<file path="config.mk">
export PLATFORM = sky130hd
export DESIGN_NAME = key_event_scheduler
export DESIGN_NICKNAME = d
export VERILOG_FILES = /design/src/rtl/key_sched_pkg.sv /design/src/rtl/key_event_fifo.sv /design/src/rtl/key_event_scheduler.sv
export SDC_FILE = /design/constraint.sdc
export NUM_CORES = 1
export LEC_CHECK = 0
export ABC_AREA = 1
export ABC_CLOCK_PERIOD_IN_PS = 3090
export CAP_MARGIN = 5
export CELL_PAD_IN_SITES_DETAIL_PLACEMENT = 1
export CELL_PAD_IN_SITES_GLOBAL_PLACEMENT = 1
export CORE_ASPECT_RATIO = 1.4
export CORE_UTILIZATION = 35
export DETAILED_ROUTE_END_ITERATION = 16
export DONT_BUFFER_PORTS = 1
export GPL_TIMING_DRIVEN = 0
export PLACE_DENSITY_LB_ADDON = 0.2
export SLEW_MARGIN = 0
export SYNTH_ARGS = -nofsm -noshare
export SYNTH_HDL_FRONTEND = slang
export SYNTH_SLANG_ARGS = --single-unit
</file>
<file path="constraint.sdc">
create_clock -name CLK_50M -period 3.09 [get_ports CLK_50M]
set_clock_uncertainty 0.2 [all_clocks]
set_input_delay 0.4635 -clock CLK_50M [delete_from_list [all_inputs] [get_ports CLK_50M]]
set_output_delay 0.4635 -clock CLK_50M [all_outputs]
set_load 0.02 [all_outputs]
</file>
<file path="src/rtl/key_sched_pkg.sv">
// key_sched_pkg: scan codes, event codes, decoder states and output bit positions
package key_sched_pkg;
  localparam logic [7:0] SC_EXT     = 8'hE0;
  localparam logic [7:0] SC_BRK     = 8'hF0;
  localparam logic [7:0] SC_LEFT    = 8'h6B;
  localparam logic [7:0] SC_RIGHT   = 8'h74;
  localparam logic [7:0] SC_UP      = 8'h75;
  localparam logic [7:0] SC_DOWN    = 8'h72;
  localparam logic [7:0] SC_PLAY    = 8'h4D;
  localparam logic [7:0] SC_RESTART = 8'h2D;

  typedef enum logic [2:0] {
    EV_LEFT    = 3'd0,
    EV_RIGHT   = 3'd1,
    EV_UP      = 3'd2,
    EV_DOWN    = 3'd3,
    EV_PLAY    = 3'd4,
    EV_RESTART = 3'd5,
    EV_NONE    = 3'd7
  } key_ev_e;

  typedef enum logic [1:0] {DEC_IDLE, DEC_EXT, DEC_BRK, DEC_EXT_BRK} dec_state_e;

  localparam int BLK_LEFT    = 0;
  localparam int BLK_RIGHT   = 1;
  localparam int BLK_DOWN    = 2;
  localparam int BLK_PLAY    = 3;
  localparam int BLK_RESTART = 4;
  localparam int SNK_LEFT    = 0;
  localparam int SNK_RIGHT   = 1;
  localparam int SNK_UP      = 2;
  localparam int SNK_DOWN    = 3;

  function automatic key_ev_e scan_to_ev(input logic ext, input logic [7:0] b);
    return ext ? (b == SC_LEFT  ? EV_LEFT  :
                  b == SC_RIGHT ? EV_RIGHT :
                  b == SC_UP    ? EV_UP    :
                  b == SC_DOWN  ? EV_DOWN  : EV_NONE)
               : (b == SC_PLAY    ? EV_PLAY    :
                  b == SC_RESTART ? EV_RESTART : EV_NONE);
  endfunction
endpackage

</file>
<file path="src/rtl/key_event_fifo.sv">
// key_event_fifo: 4-entry x 3-bit event queue; a push while full is accepted only alongside a pop
module key_event_fifo (
  input  logic       clk,
  input  logic       rst_n,
  input  logic       push,
  input  logic       pop,
  input  logic [2:0] din,
  output logic       full,
  output logic       empty,
  output logic [2:0] dout
);
  logic [2:0] mem_q [4];
  logic [2:0] mem_d [4];
  logic [1:0] wp_q, wp_d, rp_q, rp_d;
  logic [2:0] cnt_q, cnt_d;
  logic       wr, rd;

  assign full  = cnt_q == 3'd4;
  assign empty = cnt_q == 3'd0;
  assign dout  = mem_q[rp_q];
  assign wr    = push && (!full || pop);
  assign rd    = pop && !empty;

  always_comb begin
    mem_d = mem_q;
    if (wr) mem_d[wp_q] = din;
    wp_d  = wp_q + 2'(wr);
    rp_d  = rp_q + 2'(rd);
    cnt_d = cnt_q + 3'(wr) - 3'(rd);
  end

  always_ff @(posedge clk or negedge rst_n) begin
    if (!rst_n) begin
      mem_q <= '{default: '0};
      wp_q  <= '0;
      rp_q  <= '0;
      cnt_q <= '0;
    end else begin
      mem_q <= mem_d;
      wp_q  <= wp_d;
      rp_q  <= rp_d;
      cnt_q <= cnt_d;
    end
  end
endmodule

</file>
<file path="src/rtl/key_event_scheduler.sv">
// key_event_scheduler: PS/2 decoder, event FIFO and rate-limited key dispatcher; auto-repeat via KEY_REPEAT_EN
module key_event_scheduler
  import key_sched_pkg::*;
#(
  parameter int DISPATCH_GAP = 16,
  parameter int REPEAT_DELAY = 25_000_000,
  parameter int REPEAT_RATE  = 5_000_000
) (
  input  logic       CLK_50M,
  input  logic       RST_N,
  input  logic [7:0] ps2_byte,
  input  logic       ps2_state,
  input  logic       game_sel,
  output logic [4:0] blk_key_press,
  output logic [3:0] snk_key_press,
  output logic       fifo_overflow
);
  localparam int GW = $clog2(DISPATCH_GAP + 1);

  dec_state_e st_q, st_d;
  key_ev_e    make_ev, rpt_ev, head_ev;
  logic       make_done, dec_push, rpt_push, push, pop, full, empty, fired;
  logic [2:0] head;
  logic [GW-1:0] gap_q, gap_d;
  logic [4:0] blk_q, blk_d;
  logic [3:0] snk_q, snk_d;
  logic       ovf_q, ovf_d;

  always_comb begin
    st_d      = st_q;
    make_done = 1'b0;
    make_ev   = EV_NONE;
    if (ps2_state) begin
      st_d = DEC_IDLE;
      if (st_q == DEC_IDLE && ps2_byte == SC_EXT) st_d = DEC_EXT;
      else if (st_q == DEC_IDLE && ps2_byte == SC_BRK) st_d = DEC_BRK;
      else if (st_q == DEC_EXT && ps2_byte == SC_BRK) st_d = DEC_EXT_BRK;
      else if (st_q == DEC_IDLE || st_q == DEC_EXT) begin
        make_done = 1'b1;
        make_ev   = scan_to_ev(st_q == DEC_EXT, ps2_byte);
      end
    end
  end

  assign dec_push = make_done && make_ev != EV_NONE;

`ifdef KEY_REPEAT_EN
  logic    brk_done, held_q, held_d, phase_q, phase_d;
  key_ev_e brk_ev, held_ev_q, held_ev_d;
  logic [31:0] tmr_q, tmr_d;

  assign brk_done = ps2_state && (st_q == DEC_BRK || st_q == DEC_EXT_BRK);
  assign brk_ev   = scan_to_ev(st_q == DEC_EXT_BRK, ps2_byte);
  assign rpt_ev   = held_ev_q;

  // phase 0 waits the initial delay, phase 1 runs at the repeat rate
  always_comb begin
    held_d    = held_q;
    held_ev_d = held_ev_q;
    phase_d   = phase_q;
    tmr_d     = tmr_q;
    rpt_push  = 1'b0;
    if (make_done) begin
      held_d    = make_ev <= EV_DOWN;
      held_ev_d = make_ev;
      phase_d   = 1'b0;
      tmr_d     = '0;
    end else if (brk_done && held_q && brk_ev == held_ev_q) begin
      held_d = 1'b0;
      tmr_d  = '0;
    end else if (held_q) begin
      if (tmr_q == (phase_q ? 32'(REPEAT_RATE - 1) : 32'(REPEAT_DELAY - 1))) begin
        rpt_push = 1'b1;
        phase_d  = 1'b1;
        tmr_d    = '0;
      end else tmr_d = tmr_q + 32'd1;
    end
  end

  always_ff @(posedge CLK_50M or negedge RST_N) begin
    if (!RST_N) begin
      held_q    <= 1'b0;
      held_ev_q <= EV_NONE;
      phase_q   <= 1'b0;
      tmr_q     <= '0;
    end else begin
      held_q    <= held_d;
      held_ev_q <= held_ev_d;
      phase_q   <= phase_d;
      tmr_q     <= tmr_d;
    end
  end
`else
  logic unused_cfg;
  assign unused_cfg = ^{32'(REPEAT_DELAY), 32'(REPEAT_RATE)};
  assign rpt_push   = 1'b0;
  assign rpt_ev     = EV_NONE;
`endif

  assign push    = dec_push || rpt_push;
  assign pop     = !empty && gap_q == '0;
  assign head_ev = key_ev_e'(head);

  key_event_fifo u_fifo (
    .clk  (CLK_50M),
    .rst_n(RST_N),
    .push (push),
    .pop  (pop),
    .din  (dec_push ? make_ev : rpt_ev),
    .full (full),
    .empty(empty),
    .dout (head)
  );

  // events with no target in the selected game are consumed silently
  always_comb begin
    blk_d = '0;
    snk_d = '0;
    if (pop) begin
      unique case (head_ev)
        EV_LEFT:    if (game_sel) snk_d[SNK_LEFT] = 1'b1;  else blk_d[BLK_LEFT] = 1'b1;
        EV_RIGHT:   if (game_sel) snk_d[SNK_RIGHT] = 1'b1; else blk_d[BLK_RIGHT] = 1'b1;
        EV_DOWN:    if (game_sel) snk_d[SNK_DOWN] = 1'b1;  else blk_d[BLK_DOWN] = 1'b1;
        EV_UP:      if (game_sel) snk_d[SNK_UP] = 1'b1;
        EV_PLAY:    if (!game_sel) blk_d[BLK_PLAY] = 1'b1;
        EV_RESTART: if (!game_sel) blk_d[BLK_RESTART] = 1'b1;
        default: ;
      endcase
    end
    fired = |{blk_d, snk_d};
    gap_d = fired ? GW'(DISPATCH_GAP - 1) : (gap_q != '0 ? gap_q - GW'(1) : gap_q);
    ovf_d = ovf_q || (push && full && !pop);
  end

  always_ff @(posedge CLK_50M or negedge RST_N) begin
    if (!RST_N) begin
      st_q  <= DEC_IDLE;
      gap_q <= '0;
      blk_q <= '0;
      snk_q <= '0;
      ovf_q <= 1'b0;
    end else begin
      st_q  <= st_d;
      gap_q <= gap_d;
      blk_q <= blk_d;
      snk_q <= snk_d;
      ovf_q <= ovf_d;
    end
  end

  assign blk_key_press = blk_q;
  assign snk_key_press = snk_q;
  assign fifo_overflow = ovf_q;
endmodule

</file>
# Yosys cells after proc, flatten, opt, wreduce, memory -nomap -nowiden
# Index checks and enable logic that the tools add are counted.
# word_totals
register_bits	36
input_bits	12
out_inout_bits	10
wordCells	103
# op_classes
addsub	5
order_cmp	3
n_eq_ne	16
n_mux	42
bitwise	2
n_reduce_logical	23
# op_table
op	n
$mux W3	14
$eq A8 B7 Y1 const B	5
$eq A8 B8 Y1 const B	2
$mux W1	16
$mux W5	3
$bwmux W12	1
$logic_and A1 B1 Y1	10
$mux W2	5
$eq A3 B3 Y1 const B	3
$reduce_or A9 Y1	1
$eq A8 B6 Y1 const B	1
$bmux W3 S2	1
$demux W3 S2	1
$eq A3 B2 Y1 const B	2
$ge A3 B3 Y1 const B	2
$logic_not A3 Y1	2
$not A2 Y3	2
$logic_not A5 Y1	1
$reduce_bool A5 Y1	1
$sub A5 B1 Y5 const B	1
$add A2 B1 Y2	2
$mux W4	1
$add A3 B1 Y3	1
$eq A3 B1 Y1 const B	1
other kinds (8)	12

# Depth between registers and ports, before layout
# Gate-level depths: netlist of run 1.
# logic_depth
word_depth	16
mapped_depth	15
depth_no_buf	15

# By module
# From an unflattened synthesis of run 1, not the netlist that was laid out.
# unflattened
hier_cells	254
hier_area_um2	1989.4
# modules_own_cells
mod	instances	cells_per_inst	area_each_um2	seq_area_each_um2
key_event_scheduler	1	140	1027.2	425.4
key_event_fifo	1	114	962.2	475.5

# Worst setup path after synthesis of run 1
# OpenSTA, ideal clock, no wires.
# synth_timing
path_type	reg2reg
startpoint	register gap_q[0]
endpoint	register u_fifo.cnt_q[2]
setup_time_ns	0.129
t_arrival_ns	2.115
path_slack_ns	0.646
stages_incl_launch_ff	15
path_buffers	0
path_cell_list	dfrtp_1 inv_1 ha_1 inv_1 nor3_2 nand2_2 inv_2 o31ai_2 inv_2 ha_1 inv_1 ha_1 fa_1 xnor2_1 xor2_1
# synth_between
elab_chain_len	6
# synth_rtl
element	line	text
from (decl)	key_event_scheduler.sv:24	logic [GW-1:0] gap_q, gap_d;
from (signal assigned)	key_event_scheduler.sv:144	gap_q <= gap_d;
$logic_not A5 Y1 (*)	key_event_scheduler.sv:101	assign pop = !empty && gap_q == '0;
$logic_and A1 B1 Y1 (*)	key_event_scheduler.sv:101	
$logic_or A1 B1 Y1	key_event_fifo.sv:21	assign wr = push && (!full || pop);
$logic_and A1 B1 Y1	key_event_fifo.sv:21	
$add A3 B1 Y3	key_event_fifo.sv:29	cnt_d = cnt_q + 3'(wr) - 3'(rd);
$sub A3 B1 Y3 (*)	key_event_fifo.sv:29	
named net u_fifo.cnt_d[2]	key_event_fifo.sv:15	logic [2:0] cnt_q, cnt_d;
to (signal assigned)	key_event_fifo.sv:42	cnt_q <= cnt_d;
to (decl)	key_event_fifo.sv:15	
# Mark *: on every way through the listed nets, which the timed path passes. The rest lies on a longest branch.
# A chain may end at the register's enable or synchronous reset.

# Final worst setup path of run 1
# Ends and elaborated chain as after synthesis.

==> results of run 1 <==
[routing by layer]
layer / wire [um] / vias to the layer above / track usage [%]
met4: 99 / 0 / 7.246
met1: 1599 / 742 / 15.77
met5: 0 / - / 0
li1: - / 791 / -
met2: 2492 / 30 / 31.97
met3: 125 / 8 / 3.643
[sequential cells by signal (all words and copies together), names as in the netlist]
signal,flops
u_fifo.mem_q,12
blk_key_press,5
gap_q,5
snk_key_press,4
u_fifo.cnt_q,3
st_q,2
u_fifo.rp_q,2
u_fifo.wp_q,2
fifo_overflow,1
[layout make-up]
class	count	area [sq um]
multi-input cells	170	929.6
repair buffers	2	30.03
clock buffers	7	96.34
fillers	643	3258
clock inverters	1	30.03
inverters	34	127.6
flip-flops and latches	36	900.9
well taps	68	85.08
plain buffers	3	27.53
[through the flow]
step                setup slack, ns  cell area (sq um)  std cells  hold slack, ns  utilization [%]
global placement             0.4212               2071        311        -0.03140            37.75
CTS                          0.3495               2227        321         0.07407            40.60
finish                       0.3865               2227        321         0.07832            40.60
floorplan                    0.6463               1986        243        -0.03209                -
detailed placement           0.3672               2071        311        -0.03140            37.75
global route                 0.1961               2227        321         0.06945            40.60
[kinds of logic after synthesis]
logic type | count (synthesis) | synth area share (%)
compound gates | 13 | 3.970
fa+ha+maj | 6 | 4.159
simple gates | 146 | 36.48
buf+inv | 37 | 7.813
flops | 36 | 45.37
xor+xnor | 5 | 2.205
[power breakdown]
part / internal (mW) / switching, mW / leakage, nW / total (mW)
clock network: 0.285 / 0.169 / 0.0645 / 0.453
logic: 0.230 / 0.417 / 0.613 / 0.647
registers: 0.641 / 0.144 / 0.453 / 0.785
[worst max-delay path, stage by stage (launching register included)]
cell,delay (ns)
dfrtp_1,0.33
inv_1,0.07
ha_1,0.19
inv_1,0.10
nor3_2,0.06
nand2_2,0.11
inv_2,0.07
o31ai_2,0.11
inv_2,0.13
ha_1,0.30
inv_1,0.04
ha_1,0.19
fa_1,0.39
xnor2_1,0.15
xor2_1,0.14
[synth_stat cells, types with 3 or more instances]
library cell	number	share of area (%)
inv_1	31	5.9
dfrtp_1	36	45
ha_1	5	3.2
a21oi_1	6	1.5
nor3_1	6	1.5
nand2_1	63	12
nand2_4	3	1.7
nor2_4	3	1.7
inv_2	3	0.57
nor2_1	23	4.3
nand4_1	15	4.7
nand3_1	14	3.5
o21ai_0	4	1.0
nand2_2	8	2.5
nor2_2	6	1.9
xor2_1	4	1.8
[final timing paths]
check	depth (start not counted)	to	slack (ns)
min	1	st_q[1]	0.08
min reg2reg	2	u_fifo.mem_q[7]	0.27
max reg2reg	14	u_fifo.cnt_q[2]	0.39
max	14	u_fifo.cnt_q[2]	0.39
max in group asynchronous	2	u_fifo.rp_q[0]	2.03
min in group asynchronous	2	u_fifo.cnt_q[2]	0.47
==> results.toml, run 1 <==
[outcome]
outcome = "finished, final reports clean"

[timing]
finalSetupViolations = 0
post-route-period-util_pct = 87.49
setup_tns_ns = 0
hold_viol_final = 0
slew_viol_final = 0
worstMarginPinSlew_ns = 0.4078
period_needed_ns = 2.704
rsz0062_at_grt = "false"
max_freq_ghz = 0.3699
max_slew_margin_pct = 72.65

[global_routing]
grt_pass1_wl_mm = 7.465
globalRoute.totalOverflow = 0
grtUsageTotal_pct = 16.55
grt_max_degree = 37
grt_pass1_vias = 1636
antenna_found_initial = 0

[setup_path]
criticalPathCategory = "reg2reg"
r2r-start = "gap_q[0]"
worst_setup_path_end_kind = "register"
crit_path_max_fanout = 5
crit_start = "gap_q[0]"
crit_arrival_ns = 2.68
cp.required_ns = 3.07
critPathLaunchType = "register"

[yosys]
ys_warn_count = 0
ys_ff_latch = 36
ys.flop_type = "dfrtp_1"
async_flop_share_pct = 100.0
ys_seq_area_share_pct = 45.37
syn_avg_cell_area_sq_um = 8.171
synth.distinct_cells = 29
postSynthCellCount = 243
synth_fp_nets = 261
synth_edf_count = 0
synth.cell_area_sq_um = 1986

[clock_network]
clkTransAtPathRegs_ns = 0.07
tritoncts = "yes"
cts_buffers = 5
cts_max_level = 2
clk_latency_ns = 0.29
post_cts_resize_count = 0
clock_path_buffers = 2
ctsHoldBuffers = 2
cts_setup_buffers = 0
root_buffer = "clkbuf_8"
numClockSinks = 36

[routing]
ant_nets = 0
routedWlPerCell_um = 13.45
vias = 1571
drtIter0Drc = 22
drc = 0
wl_mm = 4.316
drt-pass1-iter-count = 2
avgViaCountPerCell = 4.894

[power_and_ir_drop]
ir_drop_v = 0.0002881
p_total_mw = 1.885
powerDensity_nw_per_um2 = 846.3
p_leak_nw = 1.131

[placement]
io_buffers = 0
dp_hpwl_mm = 3.447
gp_congestion = 0.7845

[finish]
areaGrowthSynthToFinish_pct = 12.16
final_common_cell = "nand2_1"
final_cell_mix = "63 x nand2_1, 36 x dfrtp_1, 31 x inv_1"
drive_above_1_share_pct = 15.42
finalNetCount = 270
diodes = 0

[floorplan]
start_util_pct = 36.20
ios = 22
rows = 32
die_y_um = 91.12
die_w_um = 65.66
core_area_sq_um = 5485
die_area_sq_um = 5983

[min_path]
min_from = "ps2_state"
hold_path_class = "in2reg"

[run]
drv_cap = 0
(Power assumes the default switching activity.)
==> run 2: changes to the inputs <==
--- a/config.mk
+++ b/config.mk
@@ -7,5 +7,5 @@
 export LEC_CHECK = 0
 export ABC_AREA = 1
-export ABC_CLOCK_PERIOD_IN_PS = 3090
+export ABC_CLOCK_PERIOD_IN_PS = 3450
 export CAP_MARGIN = 5
 export CELL_PAD_IN_SITES_DETAIL_PLACEMENT = 1
==> constraint.sdc (replaced) <==
create_clock -name CLK_50M -period 3.45 [get_ports CLK_50M]
set_clock_uncertainty 0.2 [all_clocks]
set_input_delay 0.69 -clock CLK_50M [delete_from_list [all_inputs] [get_ports CLK_50M]]
set_output_delay 0.69 -clock CLK_50M [all_outputs]
set_load 0.02 [all_outputs]
==> results.toml, run 2 (synthesized netlist as in run 1, its figures left out) <==
[placement]
dp_hpwl_mm = 3.447
gp_congestion = 0.7845
placed_cells = 311
place_area_sq_um = 2071
io_buffers = 0

[routing]
dr.max_layer_used = "met4"
m1WireLength_mm = 1.550
ant_nets = 0
vias = 1565
drc = 0
drt-pass1-iter-count = 2
wl_mm = 4.259
drtIter0Drc = 15
avgViaCountPerCell = 4.891
dr_wl_met3_um = 126
routedWlPerCell_um = 13.31
wl_met2_mm = 2.482

[finish]
final_common_cell = "nand2_1"
final_cells = 320
fillCellCount = 644
drive_above_1_share_pct = 15.48
areaGrowthSynthToFinish_pct = 11.66
largest_reg_flops = 12
top_register = "u_fifo.mem_q"
finalNetCount = 269
diodes = 0
final_area_sq_um = 2217
fin_util_pct = 40.42
final_cell_mix = "63 x nand2_1, 36 x dfrtp_1, 31 x inv_1"

[floorplan]
die_y_um = 91.12
start_util_pct = 36.20
ios = 22
rows = 32
die_area_sq_um = 5983
core_area_sq_um = 5485
die_w_um = 65.66

[setup_path]
crit_path_max_fanout = 5
cpPeakStageDelay_ns = 0.39
cpMaxStageDelayCell = "fa_1"
criticalPathCategory = "reg2reg"
crit_arrival_ns = 2.68
critPathLaunchType = "register"
worst_setup_path_end_kind = "register"
cp.required_ns = 3.43
path_cells = "inv_1 -> ha_1 -> inv_1 -> nor3_2 -> nand2_2 -> inv_2 -> o31ai_2 -> inv_2 -> ha_1 -> inv_1 -> ha_1 -> fa_1 -> xnor2_1 -> xor2_1"

[global_routing]
antenna_found_initial = 0
grt_pass1_vias = 1625
globalRoute.totalOverflow = 0
grt_pass1_wl_mm = 7.445
grt_max_degree = 37
grtUsageTotal_pct = 16.47

[clock_network]
cts_buffers = 5
clock_path_buffers = 2
clk_latency_ns = 0.29
cts_max_level = 2
cts_setup_buffers = 0
clkTransAtPathRegs_ns = 0.07
tritoncts = "yes"
root_buffer = "clkbuf_8"
numClockSinks = 36

[timing]
rsz0062_at_grt = "false"
finalSetupViolations = 0
hold_viol_final = 0
post-route-period-util_pct = 78.29
max_freq_ghz = 0.3702
period_needed_ns = 2.701
worstMarginPinSlew_ns = 0.4017
setup_tns_ns = 0
slew_viol_final = 0
max_slew_margin_pct = 73.06

[power_and_ir_drop]
power_frac_clock_pct = 24.1
intPower_mw = 1.034
netSwitchingFraction_pct = 38.66
p_total_mw = 1.686
ir_drop_v = 0.0002580
netSwitchingPower_uw = 651.9
seqPwrFrac_pct = 41.7
powerDensity_nw_per_um2 = 760.6
p_leak_nw = 1.127
p_comb_share_pct = 34.3

[outcome]
outcome = "finished, final reports clean"

[min_path]
hold_path_class = "in2async"

[run]
drv_cap = 0
run 2: changes by cell type in the layout (fill, tap and decap cells not counted), sizes merged:
cell,before,now
dlygate4sd3,1,0
run 2: area by class of cell:
type,instances,area [sq um],share of cell area [%]
Timing Repair Buffer,1,20.02,0.9029
Clock buffer,7,96.34,4.345
Buffer,3,27.53,1.242
Tap cell,68,85.08,3.837
Multi-Input combinational cell,170,929.6,41.93
Clock inverter,1,30.03,1.354
Sequential cell,36,900.9,40.63
Inverter,34,127.6,5.756
run 2: power groups by stage:
stage	registers, mW	logic, mW	clock network (mW)
floorplan	0.679	0.462	0
global placement	0.711	0.555	0
detailed placement	0.714	0.575	0
CTS	0.707	0.592	0.415
global route	0.725	0.672	0.437
finish	0.703	0.578	0.406
run 2: final timing paths:
kind | startpoint | to | slack (ns) | cells past startpoint
max | gap_q[0] | u_fifo.cnt_q[2] | 0.75 | 14
min reg2reg | u_fifo.mem_q[7] | u_fifo.mem_q[7] | 0.27 | 2
max reg2reg | gap_q[0] | u_fifo.cnt_q[2] | 0.75 | 14
max in group asynchronous | RST_N | u_fifo.rp_q[0] | 2.84 | 1
min | RST_N | gap_q[3] | 0.03 | 1
min in group CLK_50M | u_fifo.mem_q[7] | u_fifo.mem_q[7] | 0.27 | 2
run 2: what timing repair did:
item                      in CTS  in global routing
resized for setup              0                  0
hold buffers                   1                  0
hold endpoints to repair      36                  0
run 2: metal layers:
metal | up-vias | track usage (%)
met3 | 8 | 3.643
li1 | 789 | -
met2 | 30 | 31.80
met1 | 738 | 15.69
met4 | 0 | 7.246
met5 | - | 0
run 2: worst max-delay path, delay by kind of cell (launching register included):
kind | cells | cell delay (ns)
AOI/OAI and AO/OA | 1 | 0.11
and+or+nand+nor | 2 | 0.17
adders and majority gates | 4 | 1.07
buffers and inverters | 5 | 0.42
xor gates and xnor gates | 2 | 0.29
DFF | 1 | 0.33
run 2: through the flow:
step	setup slack [ns]	hold WS (ns)
3_5_place_dp	0.5180	0.1951
6_report	0.7490	0.02593
2_1_floorplan	0.8071	0.1944
5_1_grt	0.5561	0.02773
4_1_cts	0.7095	0.03063
3_3_place_gp	0.5629	0.1951
==> run 3: changes to the inputs <==
Settings changed: ABC_CLOCK_PERIOD_IN_PS 3450 to 2600.
Clock period 3.45 ns to 2.6 ns, I/O delays scaled along.
==> results.toml, run 3 (synthesized netlist as in run 1, its figures left out) <==
[outcome]
outcome = "finished, final reports clean"

[power_and_ir_drop]
seqPwrFrac_pct = 40.8
p_leak_nw = 1.159
p_comb_share_pct = 36.1
netSwitchingPower_uw = 913.3
power_frac_clock_pct = 23.0
netSwitchingFraction_pct = 39.05
powerDensity_nw_per_um2 = 1015
p_total_mw = 2.339
intPower_mw = 1.425
ir_drop_v = 0.0003480

[timing]
period_needed_ns = 2.503
slew_viol_final = 0
finalSetupViolations = 0
max_slew_margin_pct = 79.84
setup_tns_ns = 0
worstMarginPinSlew_ns = 0.3017
hold_viol_final = 0
max_freq_ghz = 0.3996
post-route-period-util_pct = 96.26

[global_routing]
grt_pass1_wl_mm = 7.548
globalRoute.totalOverflow = 0
antenna_found_initial = 0
grtUsageTotal_pct = 16.71
grt_pass1_vias = 1650
grt_max_degree = 37

[setup_path]
cpMaxStageDelayCell = "dfrtp_1"
critPathLaunchType = "register"
path_cells = "inv_1 -> ha_1 -> inv_2 -> nor3_4 -> nand2_2 -> inv_4 -> o31ai_4 -> inv_2 -> ha_1 -> inv_1 -> ha_2 -> fa_2 -> xnor2_2 -> xor2_1"
crit_path_max_fanout = 5
crit_arrival_ns = 2.48
cpPeakStageDelay_ns = 0.37
cp.required_ns = 2.57
criticalPathCategory = "reg2reg"
worst_setup_path_end_kind = "register"

[finish]
final_cell_mix = "62 x nand2_1, 36 x dfrtp_1, 28 x inv_1"
areaGrowthSynthToFinish_pct = 16.07
final_common_cell = "nand2_1"
fin_util_pct = 42.02
regArea_sq_um = 900.9
diodes = 0
finalNetCount = 275
fillCellCount = 639
final_cells = 326
drive_above_1_share_pct = 20.16
largest_reg_flops = 12
multi_input_area_sq_um = 967.2
top_register = "u_fifo.mem_q"
final_area_sq_um = 2305

[routing]
drt-pass1-iter-count = 3
wl_mm = 4.387
wl_met2_mm = 2.622
dr_wl_met3_um = 126
drc = 0
vias = 1597
m1WireLength_mm = 1.540
ant_nets = 0
dr.max_layer_used = "met4"
routedWlPerCell_um = 13.46
drtIter0Drc = 22
avgViaCountPerCell = 4.899

[placement]
placed_cells = 311
io_buffers = 0
place_area_sq_um = 2071
dp_hpwl_mm = 3.447
gp_congestion = 0.7845

[clock_network]
cts_buffers = 5
root_buffer = "clkbuf_8"
numClockSinks = 36
clock_path_buffers = 2
clk_latency_ns = 0.29
clkTransAtPathRegs_ns = 0.07
cts_max_level = 2
tritoncts = "yes"

[floorplan]
rows = 32
die_y_um = 91.12
die_area_sq_um = 5983
core_area_sq_um = 5485
ios = 22
die_w_um = 65.66
start_util_pct = 36.20

[min_path]
hold_path_class = "in2reg"

[run]
drv_cap = 0
## run 3: layer usage
layer  up-vias  global-route usage (%)
met2        30                   32.48
met5         -                       0
met3         8                   3.643
met1       759                   15.77
met4         0                   7.246
li1        800                       -
## run 3: repair_timing
| item | CTS | global route |
|---|---|---|
| endpoints found under the setup margin | 1 | 1 |
| resized for setup | 3 | 9 |
| hold endpoints to repair | 36 | 0 |
| pin swaps | 2 | 3 |
| cloned | 0 | 0 |
| hold buffers | 2 | 0 |
| buffers inserted | 2 | 3 |
## run 3: per-stage QoR
stage	hold WS (ns)	setup slack, ns
final	0.1348	0.09722
after global routing	0.1245	-0.01866
after CTS	0.1306	0.01091
after detailed placement	0.02511	-0.1620
after global placement	0.02510	-0.1171
after floorplan	0.02441	0.1271
## run 3: final cells by class
type                    count  share of cell area, %
multi-input cells         170                  41.97
flip-flops and latches     36                  39.09
inverters                  34                  5.646
clock buffers               7                  4.180
well taps                  68                  3.692
repair buffers              7                  2.932
clock inverters             1                  1.303
plain buffers               3                  1.194
## run 3: worst paths after layout
kind,cells after the start,slack [ns],startpoint,to
setup reg to reg,14,0.1,gap_q[1],u_fifo.cnt_q[2]
max in group asynchronous,2,1.54,RST_N,u_fifo.rp_q[0]
hold reg to reg,2,0.27,u_fifo.mem_q[7],u_fifo.mem_q[7]
setup / recovery,14,0.1,gap_q[1],u_fifo.cnt_q[2]
hold / removal,1,0.13,ps2_state,st_q[1]
min in group asynchronous,2,0.48,RST_N,gap_q[2]
## run 3: power by group through the flow
stage	Sequential (mW)	Combinational [mW]	Clock [mW]
2_1_floorplan	0.901	0.613	0
3_3_place_gp	0.943	0.736	0
3_5_place_dp	0.948	0.763	0
4_1_cts	0.946	0.809	0.551
5_1_grt	0.983	0.972	0.579
6_report	0.954	0.845	0.539
## run 3: worst max-delay path, delay by kind of cell (launching register included)
family                   cells  cell delay (ns)
adder cells (fa/ha/maj)      4             1.00
flip-flops                   1             0.37
buffers and inverters        5             0.31
XOR/XNOR                     2             0.28
AND/OR/NAND/NOR              2             0.13
AO/OA/AOI/OAI                1             0.07
